## src/rtl/scan_uart_tx.sv

```systemverilog
// scan_uart_tx: packs TDO bits sampled on RTCK rising edges into bytes and returns them to the host as 8N1 serial.
module scan_uart_tx #(
    parameter int CLKS_PER_BIT = 16,
    parameter int DATA_BITS    = 8,
    parameter int FIFO_DEPTH   = 4
) (
    input  logic                          clk,
    input  logic                          reset_n,
    input  logic                          rtck,
    input  logic                          tdo,
    input  logic                          capture_en,
    input  logic                          clr_overflow,
    output logic                          tx,
    output logic                          busy,
    output logic                          overflow,
    output logic [$clog2(FIFO_DEPTH):0]   fifo_count
);
    localparam int AW = $clog2(FIFO_DEPTH);
    localparam int CW = $clog2(CLKS_PER_BIT);
    localparam int BW = $clog2(DATA_BITS);

    typedef enum logic [1:0] {IDLE, START, DATA, STOP} state_t;

    logic [1:0]           rtck_sync, tdo_sync;
    logic                 rtck_d, rise, push, pop, full, wr_en, tick, tx_n;
    logic [BW-1:0]        bit_cnt, bit_idx, bit_idx_n;
    logic [DATA_BITS-1:0] pack_sr, tx_sr, tx_sr_n;
    logic [DATA_BITS-1:0] mem [FIFO_DEPTH];
    logic [AW-1:0]        wr_ptr, rd_ptr;
    logic [CW-1:0]        timer, timer_n;
    state_t               state, state_n;

    assign rise  = rtck_sync[1] & ~rtck_d;
    assign full  = fifo_count == (AW+1)'(FIFO_DEPTH);
    assign wr_en = push & (~full | pop);
    assign tick  = timer == CW'(CLKS_PER_BIT - 1);
    assign busy  = (state != IDLE) | (fifo_count != '0);

    always_ff @(posedge clk or negedge reset_n) begin
        if (!reset_n) begin
            rtck_sync <= '0;
            tdo_sync  <= '0;
            rtck_d    <= 1'b0;
            bit_cnt   <= '0;
            pack_sr   <= '0;
            push      <= 1'b0;
        end else begin
            rtck_sync <= {rtck_sync[0], rtck};
            tdo_sync  <= {tdo_sync[0], tdo};
            rtck_d    <= rtck_sync[1];
            if (!capture_en) begin
                bit_cnt <= '0;
                pack_sr <= '0;
                push    <= 1'b0;
            end else begin
                // the byte is complete after this edge's bit lands, so it is pushed next cycle
                push <= rise && bit_cnt == BW'(DATA_BITS - 1);
                if (rise) begin
                    pack_sr[bit_cnt] <= tdo_sync[1];
                    bit_cnt <= bit_cnt == BW'(DATA_BITS - 1) ? '0 : bit_cnt + 1'b1;
                end
            end
        end
    end

    always_ff @(posedge clk) begin
        if (wr_en) mem[wr_ptr] <= pack_sr;
    end

    always_ff @(posedge clk or negedge reset_n) begin
        if (!reset_n) begin
            wr_ptr     <= '0;
            rd_ptr     <= '0;
            fifo_count <= '0;
            overflow   <= 1'b0;
        end else begin
            if (wr_en) wr_ptr <= wr_ptr + 1'b1;
            if (pop) rd_ptr <= rd_ptr + 1'b1;
            fifo_count <= fifo_count + (AW+1)'(wr_en) - (AW+1)'(pop);
            overflow   <= (push & full & ~pop) | (overflow & ~clr_overflow);
        end
    end

    always_comb begin
        state_n   = state;
        timer_n   = timer + 1'b1;
        bit_idx_n = bit_idx;
        tx_sr_n   = tx_sr;
        pop       = 1'b0;
        case (state)
            IDLE: begin
                timer_n = '0;
                if (fifo_count != '0) begin
                    pop     = 1'b1;
                    tx_sr_n = mem[rd_ptr];
                    state_n = START;
                end
            end
            START: if (tick) begin
                timer_n   = '0;
                bit_idx_n = '0;
                state_n   = DATA;
            end
            DATA: if (tick) begin
                timer_n   = '0;
                tx_sr_n   = tx_sr >> 1;
                bit_idx_n = bit_idx + 1'b1;
                if (bit_idx == BW'(DATA_BITS - 1)) state_n = STOP;
            end
            STOP: if (tick) begin
                timer_n = '0;
                // chain straight into the next start bit when more bytes wait
                if (fifo_count != '0) begin
                    pop     = 1'b1;
                    tx_sr_n = mem[rd_ptr];
                    state_n = START;
                end else begin
                    state_n = IDLE;
                end
            end
            default: state_n = IDLE;
        endcase
        tx_n = state_n == START ? 1'b0 : state_n == DATA ? tx_sr_n[0] : 1'b1;
    end

    always_ff @(posedge clk or negedge reset_n) begin
        if (!reset_n) begin
            state   <= IDLE;
            timer   <= '0;
            bit_idx <= '0;
            tx_sr   <= '0;
            tx      <= 1'b1;
        end else begin
            state   <= state_n;
            timer   <= timer_n;
            bit_idx <= bit_idx_n;
            tx_sr   <= tx_sr_n;
            tx      <= tx_n;
        end
    end
endmodule

```

## config.mk

```make
export PLATFORM = sky130hd
export DESIGN_NAME = scan_uart_tx
export DESIGN_NICKNAME = d
export VERILOG_FILES = /design/src/rtl/scan_uart_tx.sv
export SDC_FILE = /design/constraint.sdc
export NUM_CORES = 1
export LEC_CHECK = 0
export CORE_UTILIZATION = 57
export DETAILED_ROUTE_END_ITERATION = 7
export GPL_TIMING_DRIVEN = 0
export PLACE_DENSITY = 0.75
export SLEW_MARGIN = 10
export SYNTH_ARGS = -nofsm -noshare
export SYNTH_HDL_FRONTEND = slang
export SYNTH_SLANG_ARGS = --single-unit
```

## constraint.sdc

```tcl
create_clock -name clk -period 6.87 [get_ports clk]
set_input_delay 1.0305 -clock clk [delete_from_list [all_inputs] [get_ports clk]]
set_output_delay 1.0305 -clock clk [all_outputs]
set_load 0.01 [all_outputs]
```

==> flow_summary_export.csv <==
group,metric,value,unit
floorplanning,design.core.area,5680,µm²
clock_tree,clockRootBuffer,"clkbuf_8",
yosys,synthArstFlopShare,57.3,%
clock_tree,cts_buffer_depth,2,
routing,drc,0,
worst_setup_path,path_max_fanout,7,
global_routing,gr-total-overflow,0,
sta,fin_crit,2860,ps
sta,fin_skew,6.12,ps
finish,layout.cells.non_filler,346,
global_routing,antenna_found_initial,0,
floorplanning,start_util,60.6,%
sta,drv_slew,0,
placed_design,io_buffers,11,
placed_design,dp_cells,330,
placed_design,dp_hpwl,3.79,mm
yosys,synth_edf_count,32,
yosys,synth-xor-area-share,1.53,%
finish,drive_gt1_share,15.0,%
clock_tree,cts_resized,0,
yosys,synth_fp_nets,269,
yosys,synth-simple-area-share,10.9,%
worst_setup_path,end_kind,"flip-flop",
finish,layout_commonest_cell,"dfrtp_1",
yosys,synthAdderAreaFrac,6.40,%
job,drv_cap,0,
power,power_density,341,nW/µm²
floorplanning,num_io_pins,12,
yosys,yosysUniqueCellTypes,51,
run_status,outcome,"complete, no violations",
worst_setup_path,crit_slowest_cell,"dfrtp_1",
yosys,synth_top_family_by_area,"simple AND/OR/NAND/NOR gates",
clock_tree,numCtsBuffers,9,
sta,finalCritPeriodShare,41.6,%
worst_setup_path,critPathArrivalTime,3090,ps
finish,fin_nets,292,
yosys,synth-seq-cells,75,
routing,num_vias,1958,
placed_design,gp_congestion,0.768,
yosys,synth_area_per_cell,14.0,µm²
floorplanning,rows,27,
power,peakVddDrop,0.234,mV
clock_tree,clk_pin_slew,80,ps
sta,tns,0,ps
worst_setup_path,start_kind,"flip-flop",
global_routing,grt_pass1_wl,9.36,mm
floorplanning,die_y,79.7,µm
routing,viasPerCell,5.66,
clock_tree,htree_levels,3,
global_routing,grt_max_degree,28,
global_routing,grt_pass1_vias,1992,
sta,fmax,350,MHz
floorplanning,fp.dieW,79.7,µm
yosys,synth_cells,246,
routing,drt-total-wl,5.47,mm
routing,avgRoutedWirePerCell,15.8,µm
sta,finalHoldViolations,0,
yosys,synthMuxAreaShare,10.4,%
yosys,seq_area_frac_synth,59.3,%
finish,stdcell_area,3870,µm²
power,leakagePower,0.00163,µW
routing,drtIter0Drc,64,
finish,layout_common_cells,"dfrtp_1 (42), edfxtp_1 (32), mux2i_1 (16), ha_1 (16), nand2_1 (14)",
clock_tree,cts_setup_buffers,0,
yosys,yosys_warnings,0,
finish,fillers,377,
routing,ant_nets,0,
floorplanning,die_area,6350,µm²
clock_tree,cts_hold_buf,0,
global_routing,grt_usage,20.2,%
sta,slew_headroom,66.5,%
sta,setup_viol,0,
clock_tree,cts_sinks,75,
finish,areaGrowthSynthToFinish,12.7,%
routing,dr.pass1.iters,4,
sta,rsz0062_at_grt,"false",
worst_setup_path,critical_path_required,7100,ps
finish,antenna_cells,0,
worst_setup_path,critical_path.cell_chain,"ha_1 > and3_1 > buf_6 > a21oi_2 > o211ai_2 > and2_1 > inv_1 > ha_1 > inv_1 > ha_1 > inv_1 > fa_1 > xnor2_1 > xnor2_1",
sta,max_slew.worst_pin.slew,502,ps
clock_tree,cts_tree,"yes",
hold_path,hold_class,"reg2reg",
yosys,synth-compound-area-share,8.19,%
worst_setup_path,critical_path_class,"reg2reg",
yosys,synth_area,3440,µm²
worst_setup_path,max_stage_delay,410,ps
clock_tree,clkLatencyLatePin,340,ps
placed_design,placed_area,3650,µm²
yosys,synthFlopType,"dfrtp_1",
[cells in the mapped netlist (3+ instances only)]
cell	count	share of area, %
dfrtp_1	42	31
edfxtp_1	32	28
ha_1	16	5.8
mux2i_1	16	4.7
nand2_1	14	1.5
nor2b_1	11	2.0
inv_1	10	1.1
o21ai_0	10	1.5
a22o_1	8	2.0
and3_1	6	1.1
clkbuf_1	6	0.65
mux4_2	6	3.9
nor2_1	6	0.65
nand3_1	5	0.73
xnor2_1	5	1.3
nor3_1	4	0.58
buf_6	3	0.98
nor3b_1	3	0.65
[layer usage]
layer  up-vias  wire [µm]  share of wire, %  global-route usage, %
met1       969       2470                45                   24.5
li1        959          -                 -                      -
met3         6        179               3.3                   6.86
met5         -          0                 0                      0
met4         0         53              0.97                   6.91
met2        24       2760                51                   33.6
[critical path, delay by kind of cell (launching register included)]
kind            cells  cell delay, ps
flops               1             410
buf+inv             4             310
fa+ha+maj           4             980
xor+xnor            2             270
compound gates      2             330
simple gates        2             450
[cell type report]
class	count	area, µm²	area share (%)
timing repair buffer	12	125	3.23
multi-input combinational	149	1290	33.3
clock inverter	4	32.5	0.840
tap	72	90.1	2.33
clock buffer	12	188	4.84
inverter	10	37.5	0.969
buffer	12	73.8	1.91
sequential	75	2040	52.6
[metrics by stage]
stage	setup slack, ps	hold slack (ps)	util, %	power [µW]
floorplan	4170	331	-	876
global placement	3620	337	64.1	966
detailed placement	4010	337	64.4	978
CTS	4000	367	68.3	1330
global route	3790	371	68.3	1390
finish	4010	364	68.3	1320
[where the power goes]
part | internal, µW | total [µW] | switching [µW]
logic | 196 | 389 | 193
clock network | 189 | 355 | 166
registers | 523 | 577 | 54.7
[final timing paths]
kind | from | endpoint | slack (ps) | cells after the start
worst max-delay path | timer[0] | fifo_count[2] | 4010 | 14
worst min-delay path | rtck_sync[0] | rtck_sync[1] | 360 | 0
worst max register to register | timer[0] | fifo_count[2] | 4010 | 14
worst min register to register | rtck_sync[0] | rtck_sync[1] | 360 | 0
max in group asynchronous | reset_n | pack_sr[4] | 5780 | 2
min in group asynchronous | reset_n | timer[2] | 610 | 1
[flip-flops by register name, indices dropped and copies added (netlist names), 3 cells and up]
register / flops
bit_cnt: 3
bit_idx: 3
fifo_count: 3
mem: 32
pack_sr: 8
timer: 4
tx_sr: 8
[logic make-up (layout without fill, tap and decap cells)]
kind of cell,Yosys count,after routing
flops,75,75
compound gates,38,38
mux,25,25
xor+xnor,6,6
buf+inv,22,50
simple gates,63,63
fa+ha+maj,17,17
Power figures use the tool's default switching activity.
